===== config.mk =====
export PLATFORM = sky130hd
export DESIGN_NAME = util_counter
export DESIGN_NICKNAME = d
export VERILOG_FILES = /design/src/rtl/util_counter.sv
export SDC_FILE = /design/constraint.sdc
export NUM_CORES = 1
export LEC_CHECK = 0
export CAP_MARGIN = 20
export CORE_AREA = 2 2 39 41
export CTS_BUF_LIST = sky130_fd_sc_hd__clkbuf_8 sky130_fd_sc_hd__clkbuf_16
export CTS_CLUSTER_SIZE = 25
export DETAILED_ROUTE_END_ITERATION = 8
export DIE_AREA = 0 0 41 43
export PLACE_DENSITY = 0.6
export SKIP_LAST_GASP = 1
export SLEW_MARGIN = 0
export SYNTH_ARGS = -nofsm -noshare
export SYNTH_HDL_FRONTEND = slang
export SYNTH_SLANG_ARGS = --single-unit

===== constraint.sdc =====
create_clock -name clk -period 5.9 [get_ports clk]
set_clock_uncertainty 0.2 [all_clocks]
set_input_delay 0.885 -clock clk [delete_from_list [all_inputs] [get_ports clk]]
set_output_delay 0.885 -clock clk [all_outputs]
set_load 0.01 [all_outputs]

===== src/rtl/util_counter.sv =====
// Up/down utility counter with synchronous clear, parallel load, terminal count and wrap pulse.
// Define UTIL_COUNTER_SAT_EN to make the counter saturate at the range ends instead of wrapping.
module util_counter #(
   parameter int               WIDTH    = 4,
   parameter logic [WIDTH-1:0] INIT_VAL = '0
) (
   input  logic             clk,
   input  logic             init_n,
   input  logic             en,
   input  logic             clr,
   input  logic             load,
   input  logic [WIDTH-1:0] load_val,
   input  logic             up_dn,
   output logic [WIDTH-1:0] cnt,
   output logic             tc,
   output logic             wrap
);

   localparam logic [WIDTH-1:0] ONE = WIDTH'(1);

   logic [WIDTH-1:0] cnt_reg;
   logic [WIDTH-1:0] cnt_next;
   logic             wrap_reg;
   logic             wrap_next;
   logic [WIDTH-1:0] step_val;
   logic             at_top;
   logic             at_bot;
   logic             at_end;

   assign at_top   = (cnt_reg == '1);
   assign at_bot   = (cnt_reg == '0);
   assign at_end   = up_dn ? at_top : at_bot;
   assign step_val = up_dn ? (cnt_reg + ONE) : (cnt_reg - ONE);

`ifdef UTIL_COUNTER_SAT_EN
   // Remembers that the last enabled step was already blocked, so the pulse fires only once.
   logic sat_reg;
   logic sat_next;

   always_comb begin
      cnt_next  = cnt_reg;
      wrap_next = 1'b0;
      sat_next  = sat_reg;
      if (clr) begin
         cnt_next = INIT_VAL;
         sat_next = 1'b0;
      end else if (load) begin
         cnt_next = load_val;
         sat_next = 1'b0;
      end else if (en) begin
         if (at_end) begin
            wrap_next = ~sat_reg;
            sat_next  = 1'b1;
         end else begin
            cnt_next = step_val;
            sat_next = 1'b0;
         end
      end
   end

   always_ff @(posedge clk or negedge init_n) begin
      if (!init_n) begin
         sat_reg <= 1'b0;
      end else begin
         sat_reg <= sat_next;
      end
   end
`else
   always_comb begin
      cnt_next  = cnt_reg;
      wrap_next = 1'b0;
      if (clr) begin
         cnt_next = INIT_VAL;
      end else if (load) begin
         cnt_next = load_val;
      end else if (en) begin
         cnt_next  = step_val;
         wrap_next = at_end;
      end
   end
`endif

   always_ff @(posedge clk or negedge init_n) begin
      if (!init_n) begin
         cnt_reg  <= INIT_VAL;
         wrap_reg <= 1'b0;
      end else begin
         cnt_reg  <= cnt_next;
         wrap_reg <= wrap_next;
      end
   end

   assign cnt  = cnt_reg;
   assign wrap = wrap_reg;
   // Terminal count follows up_dn combinationally, not the registered direction.
   assign tc   = at_end;

endmodule


==> results of run 1 <==
==> synthesized netlist by cell type (all sizes together) (2+ instances only) <==
| cell type | number | area, sq um |
|---|---|---|
| xnor2 | 2 | 17.5 |
| o21ai | 2 | 10.0 |
| and3 | 2 | 12.5 |
| ha | 2 | 25.0 |
| nand2 | 2 | 7.51 |
| a21oi | 6 | 30.0 |
| nor2 | 7 | 26.3 |
| inv | 2 | 7.51 |
| dfrtp | 5 | 125 |
==> path summary, 6_finish.rpt <==
check                      depth (start not counted)  slack [ns]  startpoint     end
setup / recovery                                   4        2.51       up_dn      tc
hold / removal                                     2        0.50      cnt[3]  cnt[3]
setup reg to reg                                   5        3.94      cnt[2]  cnt[3]
hold reg to reg                                    2        0.50      cnt[3]  cnt[3]
max in group asynchronous                          1        4.62      init_n  cnt[0]
min in group asynchronous                          1        0.69      init_n    wrap
==> stage by stage <==
stage,cell area [sq um],instances
6_report,557,74
5_1_grt,557,74
3_3_place_gp,512,70
4_1_cts,557,74
2_1_floorplan,350,41
3_5_place_dp,512,70
==> worst max-delay path, stage by stage <==
cell and delay, ns:
sky130_fd_sc_hd__clkdlybuf4s50_1 0.48, sky130_fd_sc_hd__inv_1 0.11, sky130_fd_sc_hd__o21ai_0 0.25, sky130_fd_sc_hd__clkdlybuf4s50_1 0.58
==> report_power, final <==
part | leakage (uW) | switching [uW] | internal, uW | total [uW]
sequential | 0.0000660 | 3.52 | 36.8 | 40.3
clock | 0.0000269 | 15.8 | 44.5 | 60.3
combinational | 0.000153 | 12.7 | 18.0 | 30.7
==> layout make-up <==
type,instances,share of cell area
Multi-Input combinational cell,32,0.375
Sequential cell,5,0.225
Clock inverter,1,0.00674
Clock buffer,3,0.0742
Inverter,2,0.0135
Timing Repair Buffer,15,0.270
Tap cell,16,0.0360
==> cell families (layout without fill, tap and decap cells) <==
family / Yosys count / in the layout / share of synthesized area
compound gates: 9 / 9 / 0.136
xor+xnor: 2 / 2 / 0.0500
fa+ha+maj: 3 / 3 / 0.129
buf+inv: 4 / 21 / 0.0464
flops: 5 / 5 / 0.357
mux: 1 / 1 / 0.0286
simple gates: 17 / 17 / 0.254
==> metal layers <==
metal	track usage	wire length (microns)
met1	0.138	350
met2	0.150	349
met3	0.0628	42
met4	0.0600	0
met5	0	0
==> run summary, run 1 <==
Synth Flop Type -> sky130_fd_sc_hd__dfrtp_1
Startpoint kind of the worst setup timing path -> primary input
Share of layout cells above drive strength 1 -> 0.0690
Vias per Instance -> 4.64
Gate count after technology mapping -> 41
Net Count, Synth -> 54
Maximum achievable frequency -> 0.295 GHz
Crit path kind -> primary input to output pin
Fillcell total -> 136
Initial cell density of the core -> 0.253
DR WL/cell -> 10.0 microns
Commonest non-fill, non-tap cell in the layout -> sky130_fd_sc_hd__clkdlybuf4s50_1
Die Footprint -> 1760 sq um
RSZ-0062 raised after global routing -> no
Number of port buffers -> 15
Synth Cell Area -> 350 sq um
Final routed wirelength across all metal layers -> 742 microns
Leftover overflow at the end of global routing -> 0
Post-CTS setup buffer count -> 0
CTS buffer count -> 3
Number of global-route vias before repair -> 334
Design Power -> 131 uW
Global placer's final weighted congestion -> 0.710
Sum of net half-perimeters after detailed placement -> 603 microns
Critical-path maximum fanout -> 6
Pin count of the biggest net entering global routing -> 11
Number of nets still failing antenna checks after routing -> 0
Data required time at the worst endpoint -> 4.82 ns
Total via count after detailed routing -> 343
Leading cell types in the layout, fill and taps excluded -> sky130_fd_sc_hd__clkdlybuf4s50_1 (15), sky130_fd_sc_hd__nor2_1 (7), sky130_fd_sc_hd__a21oi_1 (6), sky130_fd_sc_hd__dfrtp_1 (5)
Final Core Density -> 0.402
Buffer depth of the longest clock path -> 2
Async set-reset flop share out of synthesis -> 1.00
Initial antenna violation count -> 0
Detailed-route DRC error count -> 0
Setup ws final -> 2.51 ns
Tightest hold margin -> 0.500 ns
Total number of nets in the final design -> 72
Register area share after synthesis -> 0.357
First-iteration detailed-routing DRC count -> 4
Worst skew pair latency -> 0.22 ns
Power per cell area -> 236 nW/um^2
TritonCTS clock tree -> built
Least-Margin Pin Slew -> 0.317 ns
Area used by sequential logic in the layout -> 125 sq um
#FFs+latches synth -> 5
Cts-stage hold buffer count -> 0
H-tree lvl count -> 1
Worst slew margin -> 0.788
Data arrival, critical path -> 2.31 ns
Number of enable flip-flop cells after synthesis -> 0
Final Max Slew Viols -> 0
# Max-Cap Violations -> 0
Number of flip-flops under the largest register name -> 4
Worst-case vdd ir drop -> 140 uV
Number of cell rows -> 14
Min-Delay Path Class -> flop to flop
Final-report hold violation count -> 0
Leakage -> 0.000246 uW
Width of the chip -> 41 microns
IO Count -> 16
Total core area -> 1380 sq um
Number of iterations in the first detailed-routing pass -> 4
Height of the die -> 43 microns
Outcome -> finished, final reports clean
Diode insertion count for antenna repair -> 0
Final worst path period need -> 3.39 ns
Pre-CTS worst setup slack -> 2.50 ns
Overall routing resource usage -> 0.112
Distinct cell type count after synthesis -> 20
Clock Tree Root -> sky130_fd_sc_hd__clkbuf_8
Yosys synthesis warning count -> 0
Critical path capture point type -> output pin
Total of endpoints with negative setup slack in the final report -> 0
TritonCTS sink count -> 5
Layout Area Growth over Synthesis -> 58.9%
Synthesized area divided by synthesized cell count -> 8.54 sq um
Area of combinational cells with multiple inputs -> 209 sq um
Wire length of the first global-routing pass -> 1280 microns
Total Neg Setup Slack -> 0 ns
Reg clk slew, reported paths -> 0.03 ns
Resized Gates After CTS -> 0
Fraction of the cycle the final worst path needs -> 0.575
(Power assumes the default switching activity.)
==> run 2, diff against run 1 <==
--- a/config.mk
+++ b/config.mk
@@ -11,7 +11,7 @@
 export CTS_CLUSTER_SIZE = 25
 export DETAILED_ROUTE_END_ITERATION = 8
 export DIE_AREA = 0 0 41 43
-export PLACE_DENSITY = 0.6
+export PLACE_DENSITY = 0.62
 export SKIP_LAST_GASP = 1
 export SLEW_MARGIN = 0
 export SYNTH_ARGS = -nofsm -noshare
==> constraint.sdc (replaced) <==
create_clock -name clk -period 3.1 [get_ports clk]
set_clock_uncertainty 0.2 [all_clocks]
set_input_delay 0.465 -clock clk [delete_from_list [all_inputs] [get_ports clk]]
set_output_delay 0.465 -clock clk [all_outputs]
set_load 0.01 [all_outputs]
==> run 2 against run 1 <==
Combinational power up 92%. Wire length increased by 2.3%. Total power grew 92%. Critical endpoint unchanged. Final cell count unchanged. Via count increased by 3.8%. Count of clock-buffer cells in the layout unchanged.
==> run summary, run 2 (synthesis results as in run 1) <==
Sum of net half-perimeters after detailed placement -> 601 microns (was 603 microns)
Final Max Slew Viols -> 0 (unchanged)
Outcome -> finished, final reports clean (unchanged)
CTS buffer count -> 3 (unchanged)
Total Neg Setup Slack -> 0 ns (unchanged)
Data required time at the worst endpoint -> 2.43 ns (was 4.82 ns)
Register-to-Register Setup Slack -> 1.12 ns (was 3.94 ns)
Beginning of the worst register-to-register path -> cnt[2] (unchanged)
Number of nets still failing antenna checks after routing -> 0 (unchanged)
Width of the chip -> 41 microns (unchanged)
Combinational share of power -> 0.233 (was 0.234)
Placed cell area -> 512 sq um (unchanged)
Overall routing resource usage -> 0.117 (was 0.112)
Critical register-to-register path endpoint -> cnt[3] (unchanged)
Data arrival, critical path -> 1.86 ns (was 2.31 ns)
First-iteration detailed-routing DRC count -> 5 (was 4)
Power per cell area -> 452 nW/um^2 (was 236 nW/um^2)
Initial cell density of the core -> 0.253 (unchanged)
Final Core Density -> 0.402 (unchanged)
IO Count -> 16 (unchanged)
Reg clk slew, reported paths -> 0.04 ns (was 0.03 ns)
CP max stage cell -> sky130_fd_sc_hd__clkdlybuf4s50_1 (unchanged)
Area of combinational cells with multiple inputs -> 209 sq um (unchanged)
Wire length of the first global-routing pass -> 1300 microns (was 1280 microns)
Area used by sequential logic in the layout -> 125 sq um (unchanged)
Leading cell types in the layout, fill and taps excluded -> sky130_fd_sc_hd__clkdlybuf4s50_1 (15), sky130_fd_sc_hd__nor2_1 (7), sky130_fd_sc_hd__a21oi_1 (6), sky130_fd_sc_hd__dfrtp_1 (5) (unchanged)
Commonest non-fill, non-tap cell in the layout -> sky130_fd_sc_hd__clkdlybuf4s50_1 (unchanged)
Delay of the slowest critical-path stage -> 0.57 ns (was 0.58 ns)
Number of iterations in the first detailed-routing pass -> 2 (was 4)
Switching power of the nets -> 62.3 uW (was 32.0 uW)
Internal power -> 189 uW (was 99.3 uW)
Crit path kind -> primary input to output pin (unchanged)
Resized Gates After CTS -> 0 (unchanged)
Vias per Instance -> 4.81 (was 4.64)
Total number of nets in the final design -> 72 (unchanged)
Pin count of the biggest net entering global routing -> 11 (unchanged)
Leakage -> 0.000246 uW (unchanged)
Least-Margin Pin Slew -> 0.319 ns (was 0.317 ns)
Switch share -> 0.248 (was 0.244)
Number of flip-flops under the largest register name -> 4 (unchanged)
TritonCTS clock tree -> built (unchanged)
Worst slew margin -> 0.787 (was 0.788)
Critical-path cell list -> clkdlybuf4s50_1, inv_1, o21ai_0, clkdlybuf4s50_1 (unchanged)
Worst-case vdd ir drop -> 261 uV (was 140 uV)
Final routed wirelength across all metal layers -> 759 microns (was 742 microns)
R2r worst-path depth -> 5 (unchanged)
Detailed-route DRC error count -> 0 (unchanged)
Critical path's most frequent cell -> sky130_fd_sc_hd__clkdlybuf4s50_1 (unchanged)
Final-report hold violation count -> 0 (unchanged)
Critical-path maximum fanout -> 6 (unchanged)
Part of the power in registers -> 0.305 (was 0.307)
Min-Delay Path Class -> primary input to asynchronous set/reset pin (was flop to flop)
Number of global-route vias before repair -> 326 (was 334)
Cts-stage hold buffer count -> 0 (unchanged)
Diode insertion count for antenna repair -> 0 (unchanged)
Fillcell total -> 152 (was 136)
Summed area of non-filler cells in the final layout -> 557 sq um (unchanged)
Number of port buffers -> 15 (unchanged)
TritonCTS sink count -> 5 (unchanged)
Total of endpoints with negative setup slack in the final report -> 0 (unchanged)
# Max-Cap Violations -> 0 (unchanged)
Total via count after detailed routing -> 356 (was 343)
RSZ-0062 raised after global routing -> no (unchanged)
Clock network power share -> 0.461 (was 0.459)
Global placer's final weighted congestion -> 0.683 (was 0.710)
Worst skew pair latency -> 0.22 ns (about the same)
Final worst path period need -> 2.53 ns
Clock Tree Root -> sky130_fd_sc_hd__clkbuf_8 (unchanged)
Post-CTS setup buffer count -> 0 (unchanged)
Startpoint kind of the worst setup timing path -> primary input (unchanged)
Fraction of the cycle the final worst path needs -> 0.815
Share of layout cells above drive strength 1 -> 0.0690 (unchanged)
Number of cell rows -> 14 (unchanged)
Maximum achievable frequency -> 0.396 GHz
Buffer depth of the longest clock path -> 2 (unchanged)
Total core area -> 1380 sq um (unchanged)
H-tree lvl count -> 1 (unchanged)
Initial antenna violation count -> 0 (unchanged)
Leftover overflow at the end of global routing -> 0 (unchanged)
DR WL/cell -> 10.3 microns (was 10.0 microns)
Die Footprint -> 1760 sq um (unchanged)
Layout Area Growth over Synthesis -> 58.9% (unchanged)
Critical path capture point type -> output pin (unchanged)
Height of the die -> 43 microns (unchanged)
-- run 2: power by group through the flow --
stage               Clock [uW]  Sequential [uW]  Combinational (uW)
finish                     116             76.9                58.8
global route               124             78.2                65.3
CTS                        119             77.1                59.7
detailed placement           0             77.8                59.0
global placement             0             77.4                58.7
floorplan                    0             78.3                29.0
-- run 2: stage by stage --
stage	hold WS [ns]	setup slack, ns	std cells	total power (uW)
after floorplan	-0.0306	1.05	41	107
after global placement	0.483	0.476	70	136
after detailed placement	0.501	0.436	70	137
after CTS	0.266	0.546	74	256
after global routing	0.274	0.508	74	268
final	0.259	0.572	74	252
-- run 2: final cells by class --
cell class / instances / share of cell area
Sequential cell: 5 / 0.225
Clock inverter: 1 / 0.00674
Clock buffer: 3 / 0.0742
Inverter: 2 / 0.0135
Tap cell: 16 / 0.0360
Timing Repair Buffer: 15 / 0.270
Multi-Input combinational cell: 32 / 0.375
-- run 2: how the worst max path moves through the flow --
stage	from	end	slack, ns	cells past startpoint
detailed placement	up_dn	cnt[3]	0.44	7
global placement	up_dn	cnt[3]	0.48	7
global route	up_dn	tc	0.51	4
floorplan	up_dn	cnt[3]	1.05	6
CTS	up_dn	tc	0.55	4
finish	up_dn	tc	0.57	4
-- run 2: metal layers --
layer | vias up | track usage | part of all wire
met2 | 14 | 0.156 | 0.49
met3 | 2 | 0.0628 | 0.076
met5 | - | 0 | 0
li1 | 180 | - | -
met1 | 160 | 0.128 | 0.41
met4 | 0 | 0.100 | 0.022
-- run 2: worst max-delay path, delay by kind of cell --
family,cells,cell delay [ns]
AO/OA/AOI/OAI,1,0.24
buffers and inverters,3,1.15
